### src/rtl/regwrite_scoreboard.sv
// regwrite_scoreboard
// Write-side register scoreboard sitting between ID and writeback.
// Decodes the destination register of the instruction in ID, keeps a
// saturating-free count of in-flight writes per architectural register and
// stalls ID while a source register still has a write outstanding (or the
// destination counter is full). Writeback retires writes, with a same-cycle
// bypass so a retiring register no longer blocks the reader.
//
// Ports
//   clk, rst_n            rising-edge clock, asynchronous active-low reset
//   id_valid              instruction present in ID
//   id_op, id_funct       opcode / R-type function field
//   id_rs, id_rt, id_rd   register fields
//   id_read_rs/rt         instruction reads rs / rt
//   wb_valid, wb_reg      writeback retires a write to wb_reg this cycle
//   stall                 hold ID; instruction not issued this cycle
//   wr_en, wr_dst         decoded destination (combinational)
//   pending_mask          bit i set while register i has writes in flight
//   wb_underflow          sticky: writeback seen for a register with count 0
module regwrite_scoreboard #(
    parameter int CNT_W = 2,
    parameter int NREG  = 32
) (
    input  logic            clk,
    input  logic            rst_n,
    input  logic            id_valid,
    input  logic [5:0]      id_op,
    input  logic [5:0]      id_funct,
    input  logic [4:0]      id_rs,
    input  logic [4:0]      id_rt,
    input  logic [4:0]      id_rd,
    input  logic            id_read_rs,
    input  logic            id_read_rt,
    input  logic            wb_valid,
    input  logic [4:0]      wb_reg,
    output logic            stall,
    output logic            wr_en,
    output logic [4:0]      wr_dst,
    output logic [NREG-1:0] pending_mask,
    output logic            wb_underflow
);

    localparam logic [CNT_W-1:0] CNT_MAX = '1;

    logic [CNT_W-1:0] cnt_reg  [NREG];
    logic [CNT_W-1:0] cnt_next [NREG];
    logic             wb_underflow_reg;
    logic             underflow_hit;
    logic             dec_en;
    logic [4:0]       dec_dst;
    logic             issue;

    // ---------------- write decode ----------------
    always_comb begin
        dec_en  = 1'b0;
        dec_dst = 5'd0;
        case (id_op)
            6'b000000: begin
                case (id_funct)
                    6'b100000, 6'b100001, 6'b100010, 6'b100100, 6'b100101,
                    6'b100111, 6'b101010, 6'b101011, 6'b000000, 6'b000010,
                    6'b000011: begin
                        dec_en  = 1'b1;
                        dec_dst = id_rd;
                    end
                    default: ;  // JR and unknown functs write nothing
                endcase
            end
            6'b001000, 6'b001001, 6'b001010, 6'b001100, 6'b001101,
            6'b100011: begin
                dec_en  = 1'b1;
                dec_dst = id_rt;
            end
            6'b000011: begin
                dec_en  = 1'b1;
                dec_dst = 5'd31;
            end
            6'b010000: begin
                // only MFC0 (rs = 0) moves into the GPR file
                if (id_rs == 5'd0) begin
                    dec_en  = 1'b1;
                    dec_dst = id_rt;
                end
            end
            default: ;
        endcase
    end

    // r0 is hardwired, so a write to it is not a write at all
    assign wr_en  = dec_en && (dec_dst != 5'd0);
    assign wr_dst = wr_en ? dec_dst : 5'd0;

    // ---------------- hazard detection ----------------
    logic             rs_hit, rt_hit, dst_hit;
    logic [CNT_W-1:0] rs_eff, rt_eff;
    logic             dst_full;

    always_comb begin
        rs_hit  = wb_valid && (wb_reg == id_rs) && (id_rs != 5'd0);
        rt_hit  = wb_valid && (wb_reg == id_rt) && (id_rt != 5'd0);
        dst_hit = wb_valid && (wb_reg == wr_dst) && (wr_dst != 5'd0);
        // a retire this cycle is already visible to the reader (write-first RF)
        rs_eff  = cnt_reg[id_rs] - CNT_W'(rs_hit && (cnt_reg[id_rs] != '0));
        rt_eff  = cnt_reg[id_rt] - CNT_W'(rt_hit && (cnt_reg[id_rt] != '0));
        // a full counter can still accept a writer if it retires one this cycle
        dst_full = wr_en && (cnt_reg[wr_dst] == CNT_MAX) && !dst_hit;
        stall = id_valid && ((id_read_rs && (rs_eff != '0)) ||
                             (id_read_rt && (rt_eff != '0)) ||
                             dst_full);
    end

    assign issue = id_valid && !stall;

    // ---------------- per-register counters ----------------
    genvar gi;
    generate
        for (gi = 0; gi < NREG; gi++) begin : g_reg
            if (gi == 0) begin : g_zero
                assign cnt_next[gi]     = '0;
                assign pending_mask[gi] = 1'b0;
            end else begin : g_track
                logic hit, inc, dec;
                assign hit = wb_valid && (wb_reg == 5'(gi));
                assign inc = issue && wr_en && (wr_dst == 5'(gi));
                assign dec = hit && (cnt_reg[gi] != '0);
                // inc at CNT_MAX only happens together with dec, so no wrap
                assign cnt_next[gi]     = cnt_reg[gi] + CNT_W'(inc) - CNT_W'(dec);
                assign pending_mask[gi] = (cnt_reg[gi] != '0);
            end
        end
    endgenerate

    assign underflow_hit = wb_valid && (wb_reg != 5'd0) && (cnt_reg[wb_reg] == '0);

    always_ff @(posedge clk or negedge rst_n) begin
        if (!rst_n) begin
            for (int i = 0; i < NREG; i++) begin
                cnt_reg[i] <= '0;
            end
            wb_underflow_reg <= 1'b0;
        end else begin
            for (int i = 0; i < NREG; i++) begin
                cnt_reg[i] <= cnt_next[i];
            end
            wb_underflow_reg <= wb_underflow_reg | underflow_hit;
        end
    end

    assign wb_underflow = wb_underflow_reg;

endmodule
### config.mk
export PLATFORM = sky130hd
export DESIGN_NAME = regwrite_scoreboard
export DESIGN_NICKNAME = d
export VERILOG_FILES = /design/src/rtl/regwrite_scoreboard.sv
export SDC_FILE = /design/constraint.sdc
export NUM_CORES = 1
export LEC_CHECK = 0
export ABC_AREA = 1
export CORE_MARGIN = 2
export CORE_UTILIZATION = 35
export CTS_CLUSTER_DIAMETER = 50
export DETAILED_ROUTE_END_ITERATION = 12
export GPL_TIMING_DRIVEN = 0
export SYNTH_ARGS = -nofsm -noshare
export SYNTH_HDL_FRONTEND = slang
export SYNTH_SLANG_ARGS = --single-unit
### constraint.sdc
create_clock -name clk -period 2.64 [get_ports clk]
set_clock_uncertainty 0.05 [all_clocks]
set_input_delay 0.264 -clock clk [delete_from_list [all_inputs] [get_ports clk]]
set_output_delay 0.264 -clock clk [all_outputs]
set_load 0.02 [all_outputs]
==> results.toml <==
[outcome]
status = "complete, but fails checks"
violations = "negative hold slack, negative setup slack"

[route]
wire_per_inst_um = 23.9
ant_nets = 0
routed_wl_um = 32700
post-route-drc-count = 0
dr.pass1.iters = 6
drt_iter0_drc = 996
viasPerCell = 5.78
via_count = 7923

[yosys]
yosys-top-cells-area = "dfrtp_1 23%, ha_1 11%, nand2_1 8.8%"
yosys.area.top_type = "dfrtp_1"
synth_cell_types = 43
async_flop_share = 1.00
synth_top_area_share = 0.230
yosysSeqAreaShare = 0.230
avgSynthCellArea_um2 = 7.11
ys_ff_latch = 63
netlist_area_mm2 = 0.00686
synth_ff_type = "dfrtp_1"
postSynthCellCount = 964
synth_edf_count = 0
syn-num-nets = 1064
ys.warnings.count = 0

[setup_path]
crit_fanout = 10
crit_required_ns = 2.82
arrival_ns = 3.32
regToRegEndpoint = "cnt_reg[25]$_DFF_PN0_"
cp-start-kind = "input pin"
reg2reg_from = "cnt_reg[35]$_DFF_PN0_"
rr_worst_depth = 18
end_kind = "register"
crit_type = "input pin to register"
r2r_slack_ns = -0.41

[timing]
setup_viol = 64
hold_viol = 29
maxSlewHeadroom = 0.302
worst_slack_ns = -0.501
whs_ns = -0.00871
rsz0062_at_grt = "true"
fmax_mhz = 318
report.final.slew_viol_count = 0
period_minus_slack_ns = 3.14
period_share = 1.19
worst_pin_slew_ns = 1.04

[global_routing]
grt_overflow = 0
met2_usage = 0.473
grt.met1_usage = 0.381
gr-usage-met3 = 0.0816
grt_pass1_vias = 7494
antenna_found_initial = 1
track_usage = 0.308
grt_max_degree = 64
grt_pass1_wl_um = 46000
busiest_layer = "met2"

[placed_design]
placed_area_mm2 = 0.00796
place.gp.congestion = 1.09
io_buffers = 71
hpwl_um = 23200

[die]
io_pins = 78
core_mm2 = 0.0193
die_area_mm2 = 0.0207
die_h_um = 144
row_count = 51
start_util = 0.355
die_width_um = 144

[clock_network]
htreeDepth = 3
cts_root_buffer = "clkbuf_16"
insertion_delay_ns = 0.35
cts_max_path_buffers = 2
cts_hold_buffers = 0
path_clk_slew_ns = 0.06
tritoncts = "yes"
cts_made_buffers = 9
cts.sinks = 63

[layout]
final_nets = 1200
syn_to_final_growth_pct = 52.6
drive_above_1_share = 0.342
fin_area_mm2 = 0.0105
largest_reg_flops = 62
multiInputGateArea_mm2 = 0.00593
regArea_mm2 = 0.00158
fillers = 1785
utilization = 0.541

[job]
maxCapViolCount = 0

[worst_hold_path]
hp-class = "input pin to async pin"

[power_and_ir_drop]
irDropWorstVdd_mv = 0.350
p_leak_nw = 4.48
total_power_mw = 6.78
powerDensity_mw_per_mm2 = 648
-- cell usage after synthesis (all sizes together), types with 4 or more instances --
| master | n |
|---|---|
| nand2 | 168 |
| inv | 158 |
| nand3 | 87 |
| nor2 | 84 |
| dfrtp | 63 |
| ha | 62 |
| o21ai | 48 |
| a21oi | 47 |
| nor3 | 41 |
| nand4 | 36 |
| xnor2 | 33 |
| buf | 31 |
| xor2 | 29 |
| o221ai | 13 |
| clkbuf | 10 |
| o22ai | 10 |
| a31oi | 9 |
| o211ai | 7 |
| o2111ai | 6 |
| a22oi | 4 |
| nand3b | 4 |
-- power by group --
part           internal [mW]  total (mW)  switching (mW)
registers               1.41        1.99           0.583
logic                   1.30        3.44            2.14
clock network          0.878        1.36           0.478
total                   3.58        6.78            3.20
-- routing by layer --
| layer | wire length [um] | up-vias |
|---|---|---|
| met5 | 0 | - |
| met4 | 2520 | 0 |
| met3 | 3400 | 158 |
| met2 | 14100 | 533 |
| met1 | 12700 | 3728 |
| li1 | - | 3504 |
-- worst max-delay path: stages --
cell and delay [ns]:
buf_8 0.10, nor2_4 0.12, nand2_2 0.09, nor3b_4 0.22, buf_4 0.16, nand3_4 0.15
nand2_8 0.20, buf_12 0.14, buf_12 0.14, nand2_4 0.05, nand3_2 0.06, nand3_2 0.09
nand2_1 0.09, nor2_2 0.06, nand3_2 0.08, nand2_4 0.07, nand2_8 0.12, buf_12 0.17
nand4_4 0.12, ha_1 0.30, inv_1 0.04, ha_1 0.19, xnor2_2 0.14, xor2_1 0.14
-- cell usage in the layout (no fill, tap or decap), types with 13 or more instances in the layout --
cell type	n
nand3_2	34
nor2_4	16
inv_1	119
inv_2	28
dfrtp_1	63
o21ai_0	41
nand4_4	23
ha_4	48
clkdlybuf4s50_1	44
nand2_1	139
clkbuf_16	13
nand2_2	17
xor2_1	29
buf_12	15
xnor2_2	29
buf_4	47
nor3_1	39
nor2_1	62
nand3_1	48
buf_6	20
a21oi_1	43
-- logic make-up after synthesis --
| logic type | after synthesis | share of synthesized area |
|---|---|---|
| compound gates | 152 | 0.133 |
| xor+xnor | 62 | 0.0792 |
| fa+ha+maj | 62 | 0.113 |
| buf+inv | 202 | 0.127 |
| flops | 63 | 0.230 |
| other cells | 1 | 0.000547 |
| simple gates | 422 | 0.317 |
-- through the flow --
step	worst slack (ns)	cells	setup TNS, ns
2_1_floorplan	-0.212	964	-6.58
3_3_place_gp	-1.89	1300	-177.57
3_5_place_dp	-1.88	1300	-108.05
4_1_cts	-0.421	1361	-14.69
5_1_grt	-0.583	1371	-25.75
6_report	-0.501	1371	-21.03
-- worst max path at each step --
stage                     depth (start not counted)  startpoint               endpoint
after floorplan                                  21    id_op[3]  cnt_reg[33]$_DFF_PN0_
after global placement                           19    id_rs[1]  cnt_reg[25]$_DFF_PN0_
after detailed placement                         19    id_rs[1]  cnt_reg[25]$_DFF_PN0_
after CTS                                        22    id_op[2]  cnt_reg[55]$_DFF_PN0_
after global routing                             24    id_op[3]  cnt_reg[57]$_DFF_PN0_
final                                            24    id_op[3]  cnt_reg[29]$_DFF_PN0_
-- cell type report --
class,count,share of cell area
Buffer,40,0.0387
Multi-Input combinational cell,699,0.567
Sequential cell,63,0.151
Timing Repair Buffer,126,0.119
Antenna cell,1,0.000239
Tap cell,265,0.0317
Clock inverter,3,0.00622
Clock buffer,13,0.0249
Inverter,161,0.0616
-- repair_timing --
item | in CTS | in global routing
pin swaps | 51 | 81
hold endpoints to repair | 0 | 0
gates resized for setup | 234 | 165
setup buffers | 44 | 8
cloned | 2 | 4
setup endpoints to repair | 70 | 65
Note: power is estimated with default switching activity, not from simulation.
